==> src/rtl/channel_xbar.sv <==
// channel_xbar - S-source to D-destination channel crossbar, one instance per AXI channel.
// Optional packet lock per destination is enabled by defining CHANNEL_XBAR_LOCK_EN;
// without it every beat is arbitrated on its own and srcLast_i is only forwarded.

// xbarFifo: generic synchronous FIFO used as the per-destination output buffer.
// Latency: an entry pushed into an empty FIFO is at the head right after the push edge.
// Backpressure: push is dropped when full unless a pop happens in the same cycle.
module xbarFifo #(
    parameter int WIDTH = 8,
    parameter int DEPTH = 2,
    parameter int PW    = (DEPTH > 1) ? $clog2(DEPTH) : 1,
    parameter int CW    = $clog2(DEPTH + 1)
) (
    input  logic             clk,
    input  logic             rstn,
    input  logic             push,
    input  logic [WIDTH-1:0] pushDat,
    input  logic             pop,
    output logic [WIDTH-1:0] headDat,
    output logic             empty,
    output logic [CW-1:0]    count
);
    logic [DEPTH-1:0][WIDTH-1:0] mem;
    logic [PW-1:0]               wrPtr;
    logic [PW-1:0]               rdPtr;
    logic                        doPush;
    logic                        doPop;

    function automatic logic [PW-1:0] ptrNext(input logic [PW-1:0] p);
        return (int'(p) == DEPTH - 1) ? '0 : p + PW'(1);
    endfunction

    assign empty   = (count == '0);
    assign doPop   = pop && !empty;
    assign doPush  = push && ((count != CW'(DEPTH)) || doPop);
    assign headDat = mem[rdPtr];

    // Storage, pointers and occupancy; storage is cleared so the head reads zero after reset
    always_ff @(posedge clk or negedge rstn) begin
        if (!rstn) begin
            mem   <= '0;
            wrPtr <= '0;
            rdPtr <= '0;
            count <= '0;
        end else begin
            if (doPush) begin
                mem[wrPtr] <= pushDat;
                wrPtr      <= ptrNext(wrPtr);
            end
            if (doPop) begin
                rdPtr <= ptrNext(rdPtr);
            end
            if (doPush && !doPop) begin
                count <= count + CW'(1);
            end else if (doPop && !doPush) begin
                count <= count - CW'(1);
            end
        end
    end
endmodule

// channel_xbar: per-destination round-robin arbitration feeding a 2-entry output buffer.
// Latency: a beat accepted at edge N is presented on the destination after edge N.
// Backpressure: srcRdy_o drops only when the destination buffer is full and not draining.
module channel_xbar #(
    parameter int S     = 2,
    parameter int D     = 2,
    parameter int WIDTH = 64,
    parameter int LOG_S = (S > 1) ? $clog2(S) : 1,
    parameter int LOG_D = (D > 1) ? $clog2(D) : 1
) (
    input  logic                        clk,
    input  logic                        rstn,
    input  logic [S-1:0]                srcVld_i,
    input  logic [S-1:0][LOG_D-1:0]     srcTarget_i,
    input  logic [S-1:0][WIDTH-1:0]     srcDat_i,
    input  logic [S-1:0]                srcLast_i,
    output logic [S-1:0]                srcRdy_o,
    input  logic [D-1:0]                dstRdy_i,
    output logic [D-1:0]                dstVld_o,
    output logic [D-1:0][WIDTH-1:0]     dstDat_o,
    output logic [D-1:0][LOG_S-1:0]     dstSrc_o,
    output logic [D-1:0]                dstLast_o,
    output logic                        errBadTgt_o
);
    typedef struct packed {
        logic [WIDTH-1:0] dat;
        logic [LOG_S-1:0] src;
        logic             last;
    } beat_t;

    logic [D-1:0][S-1:0]     req;
    logic [D-1:0][S-1:0]     eligible;
    logic [D-1:0][S-1:0]     grant;
    logic [D-1:0][LOG_S-1:0] winner;
    logic [D-1:0]            found;
    logic [D-1:0]            space;
    logic [D-1:0]            accept;
    logic [D-1:0]            popEn;
    logic [D-1:0]            fifoEmpty;
    logic [D-1:0][1:0]       fifoCnt;
    logic [D-1:0][LOG_S-1:0] rrPtr;
    beat_t [D-1:0]           pushBeat;
    beat_t [D-1:0]           headBeat;
    logic                    badTgt;

    function automatic logic [LOG_S-1:0] rrNext(input logic [LOG_S-1:0] w);
        return (int'(w) == S - 1) ? '0 : w + LOG_S'(1);
    endfunction

    // Decode each valid source into a request on its target; out-of-range targets request nothing
    always_comb begin
        req    = '0;
        badTgt = 1'b0;
        for (int s = 0; s < S; s++) begin
            if (srcVld_i[s]) begin
                if (int'(srcTarget_i[s]) >= D) begin
                    badTgt = 1'b1;
                end
                for (int d = 0; d < D; d++) begin
                    if (int'(srcTarget_i[s]) == d) begin
                        req[d][s] = 1'b1;
                    end
                end
            end
        end
    end

`ifdef CHANNEL_XBAR_LOCK_EN
    logic [D-1:0]            lockVld;
    logic [D-1:0][LOG_S-1:0] lockSrc;

    // A locked destination only listens to the source that owns the open packet
    always_comb begin
        eligible = req;
        for (int d = 0; d < D; d++) begin
            if (lockVld[d]) begin
                for (int s = 0; s < S; s++) begin
                    if (s != int'(lockSrc[d])) begin
                        eligible[d][s] = 1'b0;
                    end
                end
            end
        end
    end
`else
    assign eligible = req;
`endif

    // Round-robin pick per destination: first eligible source starting at rrPtr
    always_comb begin
        grant  = '0;
        winner = '0;
        found  = '0;
        for (int d = 0; d < D; d++) begin
            for (int k = 0; k < S; k++) begin
                int idx;
                idx = int'(rrPtr[d]) + k;
                if (idx >= S) begin
                    idx = idx - S;
                end
                if (!found[d] && eligible[d][idx]) begin
                    found[d]      = 1'b1;
                    grant[d][idx] = 1'b1;
                    winner[d]     = LOG_S'(idx);
                end
            end
        end
    end

    // Buffer space includes a full buffer that drains this cycle; a beat moves on grant and space
    always_comb begin
        for (int d = 0; d < D; d++) begin
            space[d]    = (fifoCnt[d] < 2'd2) || ((fifoCnt[d] == 2'd2) && dstRdy_i[d]);
            accept[d]   = found[d] && space[d];
            popEn[d]    = dstVld_o[d] && dstRdy_i[d];
            pushBeat[d] = '{dat: srcDat_i[winner[d]], src: winner[d], last: srcLast_i[winner[d]]};
        end
    end

    // Each source targets one destination, so its ready is the OR of its grants with space
    always_comb begin
        srcRdy_o = '0;
        for (int d = 0; d < D; d++) begin
            for (int s = 0; s < S; s++) begin
                if (grant[d][s] && space[d]) begin
                    srcRdy_o[s] = 1'b1;
                end
            end
        end
        if (!rstn) begin
            srcRdy_o = '0;
        end
    end

    // Pointer moves past the winner on every accepted beat, or only on the last beat under lock
    always_ff @(posedge clk or negedge rstn) begin
        if (!rstn) begin
            rrPtr <= '0;
`ifdef CHANNEL_XBAR_LOCK_EN
            lockVld <= '0;
            lockSrc <= '0;
`endif
        end else begin
            for (int d = 0; d < D; d++) begin
                if (accept[d]) begin
`ifdef CHANNEL_XBAR_LOCK_EN
                    if (pushBeat[d].last) begin
                        lockVld[d] <= 1'b0;
                        rrPtr[d]   <= rrNext(winner[d]);
                    end else begin
                        lockVld[d] <= 1'b1;
                        lockSrc[d] <= winner[d];
                    end
`else
                    rrPtr[d] <= rrNext(winner[d]);
`endif
                end
            end
        end
    end

    // Sticky error once any valid beat names a destination that does not exist
    always_ff @(posedge clk or negedge rstn) begin
        if (!rstn) begin
            errBadTgt_o <= 1'b0;
        end else if (badTgt) begin
            errBadTgt_o <= 1'b1;
        end
    end

    for (genvar d = 0; d < D; d++) begin : gDst
        xbarFifo #(
            .WIDTH ($bits(beat_t)),
            .DEPTH (2)
        ) uBuf (
            .clk     (clk),
            .rstn    (rstn),
            .push    (accept[d]),
            .pushDat (pushBeat[d]),
            .pop     (popEn[d]),
            .headDat (headBeat[d]),
            .empty   (fifoEmpty[d]),
            .count   (fifoCnt[d])
        );
        assign dstVld_o[d]  = !fifoEmpty[d];
        assign dstDat_o[d]  = headBeat[d].dat;
        assign dstSrc_o[d]  = headBeat[d].src;
        assign dstLast_o[d] = headBeat[d].last;
    end
endmodule

==> config.mk <==
export PLATFORM = sky130hd
export DESIGN_NAME = channel_xbar
export DESIGN_NICKNAME = d
export VERILOG_FILES = /design/src/rtl/channel_xbar.sv
export SDC_FILE = /design/constraint.sdc
export NUM_CORES = 1
export LEC_CHECK = 0
export CAP_MARGIN = 20
export CORE_AREA = 10 10 203 205
export DETAILED_ROUTE_END_ITERATION = 8
export DIE_AREA = 0 0 213 215
export GPL_ROUTABILITY_DRIVEN = 0
export MAX_ROUTING_LAYER = met4
export PLACE_DENSITY = 0.69
export SETUP_SLACK_MARGIN = 0.02
export SLEW_MARGIN = 10
export SYNTH_ARGS = -nofsm -noshare
export SYNTH_HDL_FRONTEND = slang
export SYNTH_SLANG_ARGS = --single-unit
==> constraint.sdc <==
create_clock -name clk -period 2.2 [get_ports clk]
set_input_delay 0.44 -clock clk [delete_from_list [all_inputs] [get_ports clk]]
set_output_delay 0.44 -clock clk [all_outputs]
set_load 0.02 [all_outputs]
Word-level counts from Yosys, hierarchy flattened:

Cells that the tools add are included.

* word-level logic and storage cells: 175
* output and inout port bits: 137
* input bits: 138
* register bits: 274

* eq/ne operators: 4
* reduce and logical (&&, ||, !) cells: 42
* $lt $le $gt $ge: 22
* bitwise gates (word level): 2
* $add $sub $neg: 16
* muxes and demuxes: 77

Operators with widths (count)
* 2-to-1 mux 66 bit: 6
* bitwise mux 132 bit: 2
* 2-to-1 mux 64 bit: 4
* demux 66 bit (select 1 bit): 2
* >= comparator 32 x 1 -> 1 bit, second input constant: 4
* < comparator 32 x 3 -> 1 bit, second input constant: 4
* 2-to-1 mux 32 bit: 4
* 2-to-1 mux 1 bit: 46
* logical AND 1 bit: 26
* 2-to-1 mux 2 bit: 9
* < comparator 1 x 2 -> 1 bit, second input constant: 6
* zero test 1 bit: 8
* adder 1 bit, second input constant: 6
* subtractor 1 x 2 -> 3 bit, second input constant: 2
* subtractor 2 x 2 -> 3 bit, second input constant: 2
* adder 1 x 1 -> 2 bit, second input constant: 2
* adder 2 x 1 -> 2 bit, second input constant: 2
* demux 1 bit (select 1 bit): 4
* == test 2 bit, second input constant: 2
* >= comparator 1 x 2 -> 1 bit, second input constant: 2
* >= comparator 2 bit, second input constant: 2
* zero test 2 bit: 2
* logical OR 1 bit: 4
* < comparator 2 bit, second input constant: 2
* 5 further kinds: 10

Depth between registers and ports, before layout:

Gate-level depths: netlist of run 1.

* depth after elaboration: 15
* gate-level depth with buffers: 7
* gate-level depth less buffers: 7

By module:

From an unflattened synthesis of run 1, not the netlist that was laid out.

* cell total of the unflattened synthesis: 916
* area total of the unflattened synthesis: 14023.4 sq um

By module, submodules not included
* xbarFifo: instances 2, cells each 369, area each 6034.5 sq um, seq. area each 3403.3 sq um
* channel_xbar: instances 1, cells each 178, area each 1954.4 sq um, seq. area each 50.0 sq um

Least setup slack after synthesis of run 1:

Ideal clock, no wire load.

* kind: reg2out
* from: register gDst[1].uBuf.rdPtr
* to: output dstDat_o[100] (netlist bit)
* stages on the path, launching flop included: 4
* slack: 0.428 ns
* required time: 1.760 ns
* data arrival time: 1.332 ns
* buffers on the path: 2
* cells stage by stage: dfrtp_1 -> clkbuf_1 -> buf_2 -> mux2_2

RTL lines
* start: declaration: RTL line 25 `logic [PW-1:0] rdPtr;`
* start signal: assignment: RTL line 51 `rdPtr <= ptrNext(rdPtr);`
* end: declaration: RTL line 81 `output logic [D-1:0][WIDTH-1:0] dstDat_o,`

==> flow_summary.ini, run 1 <==
[critical_path]
cp.arrival_ps = 1950
crit_path_start_kind = register
reg2reg_from = gDst[0].uBuf.count[0]$_DFFE_PN0P_
crit_required_ps = 1760
reg2reg_depth = 6
timing.rr.end = gDst[0].uBuf.mem[41]$_DFFE_PN0P_
path_max_fanout = 8
end_kind = output pin
reg2reg_slack_ps = 570
criticalPathCategory = reg -> out

[sta]
final.min_clock_period_ps = 2390
slew_viol_final = 0
final_hold_viol_count = 0
clock_skew_ps = 36.5
tightestPinTransition_ps = 976
worst_slack_ps = -191
maxSlewHeadroom = 0.350
tns_ps = -12880
rsz0062_at_grt = yes
fmax_ghz = 0.418
fin_crit_sh = 1.09
setup_viol = 132

[pwr]
p_leak_uw = 0.00807
ir_worst_vdd_v = 0.000892
p_per_area_mw_per_mm2 = 1700
total_power_uw = 31300

[clock_network]
cts.htree.levels = 1
clockRootBuffer = clkbuf_16
cts_max_path_buffers = 3
cts_num_sinks = 274
insertion_delay_ps = 580
path_clk_slew_ps = 70
numCtsBuffers = 31
cts_tree = built

[floorplanning]
fp.dieH_um = 215
die_x_um = 213
coreArea_mm2 = 0.0372
dieArea_mm2 = 0.0458
pin_count = 275
row_count = 71
start_util = 0.346

[outcome]
violations = setup timing
status = finished, violations left

[logic_synthesis]
yosysSeqAreaShare = 0.533
syn_area_mm2 = 0.0129
yosysTopAreaCellShare = 0.533
yosysWarnings = 0
synth_common_cells = 274 x dfrtp_1, 137 x nand2_1, 137 x nor2_1, 134 x mux2_2, 131 x a21oi_1
synth_fp_nets = 1346
synth-edff-count = 0
synthArstFlopShare = 1.00
avgSynthCellArea_um2 = 10.7
ys_ff_latch = 274
yosys.area.top_type = dfrtp_1
yosysMostFrequentCell = dfrtp_1
postSynthCellCount = 1206
synth_flop_cell = dfrtp_1
synth_cell_types = 34
synth_area_leaders = dfrtp_1 53%, mux2_2 12%, mux2i_1 10%, a21oi_1 5.1%, nand2_1 4.0%

[routing]
num_vias = 9966
firstDrtPassIters = 5
wl_per_cell_um = 19.8
drcViolationCount = 0
drt_iter0_markers = 478
antenna_left = 0
drt_wl_total_mm = 39.6
viasPerCell = 4.98

[cells_and_area]
fill_cells = 3323
seqCellArea_mm2 = 0.00686
multi_input_area_mm2 = 0.00575
drive_above_1_share = 0.276
num-nets-final = 1642
syn2layout_area_growth_pct = 43.0

[hold_path]
hold_depth = 4
worstHoldStart = srcVld_i[1]
min_to = rrPtr[1]$_DFFE_PN0P_
worstHoldPathType = in -> reg

[place]
port_buffers = 273
dp_hpwl_mm = 25.9

[global_routing]
grt_pass1_vias = 10600
gr-total-overflow = 0
grt_max_degree = 155
grt_usage = 0.173
grt_antenna_before_repair = 2
grt_pass1_wl_mm = 60.8

[run]
cap_violations = 0
## worst max-delay path by stage
| stage | slack [ps] | start | endpoint | depth (start not counted) |
|---|---|---|---|---|
| global placement | -420 | dstRdy_i[0] | srcRdy_o[0] | 6 |
| detailed placement | -430 | dstRdy_i[0] | srcRdy_o[0] | 6 |
| finish | -190 | gDst[1].uBuf.rdPtr$_DFFE_PN0P_ | dstDat_o[65] | 5 |
| global route | -240 | gDst[1].uBuf.rdPtr$_DFFE_PN0P_ | dstDat_o[65] | 5 |
| CTS | -260 | gDst[0].uBuf.rdPtr$_DFFE_PN0P_ | dstDat_o[10] | 5 |
| floorplan | 430 | gDst[1].uBuf.rdPtr$_DFFE_PN0P_ | dstDat_o[100] | 3 |
## power by group
part | switching [uW] | leakage (uW) | internal, uW
combinational | 8440 | 0.00431 | 8660
clock | 2120 | 0.000535 | 3330
sequential | 1260 | 0.00322 | 7480
## cell families after synthesis
kind of cell / count (synthesis) / share of synthesized area
simple gates: 285 / 0.0863
compound gates: 277 / 0.112
buf+inv: 93 / 0.0417
other cells: 1 / 0.000291
xor+xnor: 10 / 0.00681
flops: 274 / 0.533
mux: 264 / 0.218
fa+ha+maj: 2 / 0.00194
## what timing repair did
action	4_1_cts	5_1_grt
buffers inserted	18	7
hold buffers	1	0
endpoints found under the setup margin	136	134
gates cloned	9	3
hold endpoints to repair	46	0
pin swaps	1	3
resized for setup	761	131
## final cells by class
cell class,instances,share of cell area
flip-flops and latches,274,0.373
multi-input cells,839,0.313
inverters,4,0.000816
diodes,2,0.000272
repair buffers,352,0.222
well taps,474,0.0322
clock inverters,14,0.0103
clock buffers,43,0.0490
## sequential cells by signal, summed over array words and instances (netlist names)
| signal | flops |
|---|---|
| gDst.uBuf.count | 4 |
| gDst.uBuf.mem | 264 |
| gDst.uBuf.rdPtr | 2 |
| gDst.uBuf.wrPtr | 2 |
| rrPtr | 2 |
## stage by stage
| step | setup slack, ps | hold WS, ps | utilization | instance area (um^2) | instances |
|---|---|---|---|---|---|
| floorplan | 428 | 144 | - | 12900 | 1206 |
| global placement | -418 | 455 | 0.440 | 16400 | 1910 |
| detailed placement | -434 | 468 | 0.440 | 16400 | 1910 |
| CTS | -256 | 473 | 0.482 | 17900 | 1995 |
| global route | -245 | 336 | 0.494 | 18400 | 2002 |
| finish | -191 | 273 | 0.494 | 18400 | 2002 |
## cells in the final DEF (no fill, tap or decap), types with 9 or more instances in the layout
master / n
a21oi_1: 131
buf_6: 131
mux2_2: 82
o21ai_0: 74
clkdlybuf4s50_1: 135
clkbuf_16: 34
nand2_1: 136
buf_12: 30
mux2i_1: 130
buf_4: 28
mux2_4: 52
o21ai_1: 60
nor2_1: 135
buf_2: 9
dfrtp_1: 272
## metal layers
metal	up-vias	GRT usage	share of wire
li1	4768	-	-
met1	4902	0.214	0.43
met2	251	0.285	0.49
met3	45	0.0378	0.063
met4	0	0.0343	0.018
met5	-	-	0
## worst max-delay path, stage by stage, from the launching register on
cell     delay [ps]
dfrtp_4         500
buf_12          170
buf_12          150
buf_6           120
mux2_4          290
buf_6           140
No activity file was read; power rests on OpenSTA's default activity.
==> run 2: changes to the inputs <==
--- a/config.mk
+++ b/config.mk
@@ -5,8 +5,8 @@
 export SDC_FILE = /design/constraint.sdc
 export NUM_CORES = 1
 export LEC_CHECK = 0
-export CAP_MARGIN = 20
 export CORE_AREA = 10 10 203 205
+export CTS_BUF_LIST = sky130_fd_sc_hd__clkbuf_4 sky130_fd_sc_hd__clkbuf_8 sky130_fd_sc_hd__clkbuf_16
 export DETAILED_ROUTE_END_ITERATION = 8
 export DIE_AREA = 0 0 213 215
 export GPL_ROUTABILITY_DRIVEN = 0
==> run 2 against run 1 <==
The flow still finishes with violations (setup timing); register-to-register slack about the same; combinational power about the same; fmax about the same; critical path depth unchanged.
==> flow_summary.ini, run 2 (synthesis gave the netlist of run 1 again) <==
[pwr]
swShare = 0.377
p_per_area_mw_per_mm2 = 1700
switchingPower_uw = 11800
p_seq_frac = 0.279
ir_worst_vdd_v = 0.000889
p_int_uw = 19500
clock_power_share = 0.176
p_leak_uw = 0.00808
pwr-share-comb = 0.545

[hold_path]
worstHoldPathType = in -> reg
worstHoldStart = srcVld_i[1]
hold_depth = 4
min_to = rrPtr[1]$_DFFE_PN0P_

[sta]
rsz0062_at_grt = yes
worst_slack_ps = -192
setup_viol = 132
tightestPinTransition_ps = 1020
maxSlewHeadroom = 0.321
slew_viol_final = 0
final.min_clock_period_ps = 2390
final_hold_viol_count = 0
fin_crit_sh = 1.09
fmax_ghz = 0.418
clock_skew_ps = 35.4
fin_hold_ws_ps = 269

[critical_path]
crit_required_ps = 1760
criticalPathCategory = reg -> out
reg2reg_slack_ps = 570
reg2reg_depth = 6
path_max_fanout = 8
end_kind = output pin
path_cells = buf_12 > buf_12 > buf_6 > mux2_4 > buf_6
critical-path-top-delay-family = buffers and inverters
cp.arrival_ps = 1950
worstSetupPathDepth = 5
cpPeakStageDelay_ps = 500
timing.rr.end = gDst[0].uBuf.mem[41]$_DFFE_PN0P_
crit_path_start_kind = register
crit_slowest_cell = dfrtp_4
crit_buf_inv = 4
reg2reg_from = gDst[0].uBuf.count[0]$_DFFE_PN0P_

[place]
dp_hpwl_mm = 25.9
port_buffers = 273
place_inst = 1910

[routing]
wl_per_cell_um = 19.7
drcViolationCount = 0
firstDrtPassIters = 4
drt_iter0_markers = 506
viasPerCell = 4.98
num_vias = 9975
antenna_left = 0
drt_wl_total_mm = 39.5

[clock_network]
cts_max_path_buffers = 3
cts_tree = built
path_clk_slew_ps = 70
numCtsBuffers = 31
clockRootBuffer = clkbuf_16
cts.htree.levels = 1
insertion_delay_ps = 580
cts_num_sinks = 274

[floorplanning]
pin_count = 275
coreArea_mm2 = 0.0372
fp.dieH_um = 215
row_count = 71
start_util = 0.346
die_x_um = 213
dieArea_mm2 = 0.0458

[cells_and_area]
reg_top3 = gDst.uBuf.mem: 264 flops, gDst.uBuf.count: 4 flops
mostFrequentLayoutCells = 272 x dfrtp_1, 136 x nand2_1, 135 x nor2_1, 135 x clkdlybuf4s50_1
largest_reg_flops = 264
fin_cells = 2002
regMostFlops = gDst.uBuf.mem
syn2layout_area_growth_pct = 43.1
num-nets-final = 1642
fill_cells = 3327
drive_above_1_share = 0.279
layout_commonest_cell = dfrtp_1

[global_routing]
grt_max_degree = 155
grt_pass1_vias = 10600
gr-total-overflow = 0
grt_pass1_wl_mm = 60.9
grt_usage = 0.173
grt_antenna_before_repair = 2

[outcome]
status = finished, violations left
violations = setup timing

[run]
cap_violations = 0
[run 2: changes by cell type in the layout (fill, tap and decap cells not counted)]
cell / before / now
clkbuf_1: 4 / 0
clkbuf_4: 0 / 4
[run 2: per-layer routing]
| layer | global-route usage | up-vias | share of wire |
|---|---|---|---|
| met4 | 0.0352 | 0 | 0.018 |
| met3 | 0.0378 | 49 | 0.061 |
| met5 | - | - | 0 |
| li1 | - | 4768 | - |
| met1 | 0.215 | 4926 | 0.43 |
| met2 | 0.284 | 232 | 0.49 |
[run 2: power by group through the flow]
stage	combinational (uW)	clock, uW	sequential, uW
4_1_cts	16100	5630	8680
5_1_grt	18400	5840	9050
3_5_place_dp	14600	0	8770
6_report	17100	5500	8730
3_3_place_gp	14400	0	8600
2_1_floorplan	8480	0	8370
[run 2: worst reg2reg max path, cell delays in order, from the launching register on]
cell	delay, ps
dfrtp_1	390
nor2b_2	190
buf_4	160
o221a_4	230
buf_12	260
nor2_1	150
a21oi_1	150
[run 2: worst max-delay path by stage]
stage | start | end
floorplan | gDst[1].uBuf.rdPtr$_DFFE_PN0P_ | dstDat_o[100]
global placement | dstRdy_i[0] | srcRdy_o[0]
detailed placement | dstRdy_i[0] | srcRdy_o[0]
CTS | gDst[0].uBuf.rdPtr$_DFFE_PN0P_ | dstDat_o[10]
global route | gDst[1].uBuf.rdPtr$_DFFE_PN0P_ | dstDat_o[65]
finish | gDst[1].uBuf.rdPtr$_DFFE_PN0P_ | dstDat_o[65]
[run 2: repair_timing]
action | CTS | global route
setup endpoints to repair | 136 | 134
hold buffers | 1 | 0
endpoints found under the hold margin | 46 | 0
resized for setup | 761 | 131
pin swaps | 1 | 3
gates cloned | 9 | 3
setup buffers | 18 | 7
[run 2: through the flow]
stage | total power, uW | instance area, um^2 | setup TNS [ps] | worst slack, ps | utilization
floorplan | 16800 | 12900 | 0 | 428 | -
global placement | 23000 | 16400 | -5530 | -418 | 0.440
detailed placement | 23400 | 16400 | -8820 | -434 | 0.440
CTS | 30500 | 17900 | -19910 | -256 | 0.482
global route | 33300 | 18400 | -20180 | -245 | 0.495
finish | 31300 | 18400 | -12980 | -192 | 0.495
[run 2: area by class of cell]
type / count / area, um^2 / share of cell area
clock inverter: 14 / 189 / 0.0103
antenna: 2 / 5.00 / 0.000272
multi-input combinational: 839 / 5750 / 0.312
timing repair buffer: 352 / 4080 / 0.222
inverter: 4 / 15.0 / 0.000815
sequential: 274 / 6860 / 0.373
clock buffer: 43 / 916 / 0.0497
tap: 474 / 593 / 0.0322
==> run 3: changes to the inputs <==
--- a/config.mk
+++ b/config.mk
@@ -10,6 +10,7 @@
 export DETAILED_ROUTE_END_ITERATION = 8
 export DIE_AREA = 0 0 213 215
 export GPL_ROUTABILITY_DRIVEN = 0
+export HOLD_SLACK_MARGIN = 0.08
 export MAX_ROUTING_LAYER = met4
 export PLACE_DENSITY = 0.69
 export SETUP_SLACK_MARGIN = 0.02
==> results of run 3 <==
The final DEF is identical to that of run 2; final timing and power are the same.
==> patch (flow settings as in run 1) <==
Build with the macro `CHANNEL_XBAR_LOCK_EN` defined.
--- a/src/rtl/channel_xbar.sv
+++ b/src/rtl/channel_xbar.sv
@@ -5,6 +5,8 @@
 // xbarFifo: generic synchronous FIFO used as the per-destination output buffer.
 // Latency: an entry pushed into an empty FIFO is at the head right after the push edge.
 // Backpressure: push is dropped when full unless a pop happens in the same cycle.
+`define CHANNEL_XBAR_LOCK_EN
+
 module xbarFifo #(
     parameter int WIDTH = 8,
     parameter int DEPTH = 2,
Behaviour: not the same (Yosys sat finds a counterexample within 4 cycles, from zero or initial values and one cycle with rstn low).
==> patch against run 1 <==
Sequential cell count up 4. Cell area up 12%. Total power up 8.4%. The flow still finishes with violations (negative setup slack). Largest cell class is now multi-input combinational cells. Cell count down 9.0%. Synthesized cell count down 22%. Die area unchanged. Combinational power up 16%. Core utilization up 5.7 points. Worst setup slack better by 0.028 ns. Area after synthesis up 6.9%. Routed wire length up 9.5%.
==> patch: results (changes against run 1) <==
[sta]
setup_ws_ns=-0.162  ; +0.0284 ns
worst_pin_slew_ns=0.731  ; -0.245 ns
finalSetupViolations=222  ; +68%
clock_skew_ns=0.0127  ; -0.0239 ns

[cells_and_area]
nets=1468  ; -11%
drive_gt1_frac=0.584  ; +0.308
num-fill-cells=3062  ; -7.9%
antenna_cells=0  ; -2

[power_and_ir_drop]
switching_power_mw=11.9  ; +0.52%
power_leakage_nw=9.02  ; +12%
ir_drop_mv=1.07  ; +19%

[setup_path]
critPathMaxFanout=6  ; -2
slowest_stage=dfrtp_4
r2r-start=lockSrc[0]$_DFFE_PN0P_
setup.worst_path.end=dstDat_o[52]
r2r_slack_ns=-0.10  ; -0.67 ns
startpoint=gDst[0].uBuf.rdPtr$_DFFE_PN0P_
ff2ff_path_depth=7  ; +1

[yosys]
seq_area_frac_synth=0.506  ; -0.0272
muxShareOfSynthArea=0.431  ; +0.212
synthTopCellsByArea=dfrtp_1 51%, mux2_2 33%, mux2_1 10%, buf_6 0.82%, buf_2 0.65%
yosysUniqueCellTypes=38  ; +12%
synth_nets=1079  ; -20%
synth-adder-area-share=0.00182  ; -0.000126
synth_compound_area_frac=0.0164  ; -0.0953
synth_xor_area_frac=0.00637  ; -0.000441
synth_common_cells=399 x mux2_2, 278 x dfrtp_1, 127 x mux2_1

[placement]
hpwl_um=26300  ; +1.7%
place_area_um2=17600  ; +7.7%
dp_slack_ns=-0.589  ; -0.155 ns

[drt]
vias_per_cell=5.14  ; +3.2%
wl_per_cell_um=23.8  ; +20%
dr.pass1.iters=4  ; -1
drtIter0Drc=383  ; -20%

[global_route]
antenna_found_initial=0  ; -2
grt_max_degree=127  ; -18%
grt_pass1_vias=10200  ; -3.9%
grt_pass1_wl_um=59500  ; -2.2%

[status]
failed_checks=negative setup slack
status=finished with violations

[cts]
clk_latency_ns=0.55  ; -0.03 ns

[min_path]
hold_path_depth=3  ; -1

patch: cell types whose count changed in the layout (fill, tap and decap cells not counted), moves of 7 or more:
cell       change
mux2_2       +201
nand2_1      -132
mux2i_1      -130
a21oi_1      -129
nor2_1       -126
mux2_4       +118
mux2_1        +73
o21ai_0       -70
o21ai_1       -60
buf_4         +25
buf_6         +13
clkbuf_1      +10
clkbuf_16     +10
buf_8          +7
patch: stage by stage:
step	std cells	hold WS, ns	setup TNS, ns
5_1_grt	1821	0.409	-26.90
3_3_place_gp	1704	0.461	-103.26
6_report	1821	0.419	-13.81
2_1_floorplan	939	0.144	0
4_1_cts	1785	0.407	-16.67
3_5_place_dp	1704	0.471	-110.29
patch: area by class of cell:
cell class / instances / area [µm²] / share of cell area
Tap cell: 474 / 593 / 0.0289
Inverter: 5 / 18.8 / 0.000914
Sequential cell: 278 / 6970 / 0.339
Multi-Input combinational cell: 598 / 7150 / 0.348
Clock buffer: 51 / 911 / 0.0444
Clock inverter: 1 / 30.0 / 0.00146
Timing Repair Buffer: 414 / 4860 / 0.237
patch: worst min path at each step:
| stage | start | endpoint | slack, ns |
|---|---|---|---|
| floorplan | rstn | gDst[0].uBuf.count[0]$_DFFE_PN0P_ | 0.14 |
| global placement | gDst[0].uBuf.mem[126]$_DFFE_PN0P_ | gDst[0].uBuf.mem[126]$_DFFE_PN0P_ | 0.46 |
| detailed placement | gDst[0].uBuf.mem[121]$_DFFE_PN0P_ | gDst[0].uBuf.mem[121]$_DFFE_PN0P_ | 0.47 |
| CTS | dstRdy_i[0] | gDst[0].uBuf.rdPtr$_DFFE_PN0P_ | 0.41 |
| global route | dstRdy_i[0] | gDst[0].uBuf.rdPtr$_DFFE_PN0P_ | 0.41 |
| finish | dstRdy_i[0] | gDst[0].uBuf.rdPtr$_DFFE_PN0P_ | 0.42 |
patch: cells by family after synthesis:
logic type	after synthesis
AO/OA/AOI/OAI	29
XOR/XNOR	10
adder cells (fa/ha/maj)	2
buffers and inverters	63
flip-flops	278
multiplexers	526
other	1
AND/OR/NAND/NOR	30
patch: power groups by stage:
stage                     logic [mW]  clock network [mW]  registers (mW)
after detailed placement        15.8                   0            9.04
after global placement          15.7                   0            8.86
final                           19.9                4.89            9.14
after CTS                       16.7                4.99            8.98
after global routing            20.9                5.24            9.46
after floorplan                 9.26                   0            8.62
patch: repair_timing:
action / in CTS / in global routing
setup buffers: 20 / 24
setup endpoints to repair: 203 / 313
resized for setup: 627 / 432
cloned: 8 / 15
hold endpoints to repair: 97 / 0
pin swaps: 3 / 7
hold buffers: 1 / 0
patch: per-layer routing:
layer  share of wire  global-route usage  routed length (µm)
met5               0                   -                   0
met4           0.020              0.0281                 874
met3           0.054              0.0326                2330
met2            0.51               0.298               22200
met1            0.41               0.197               17900
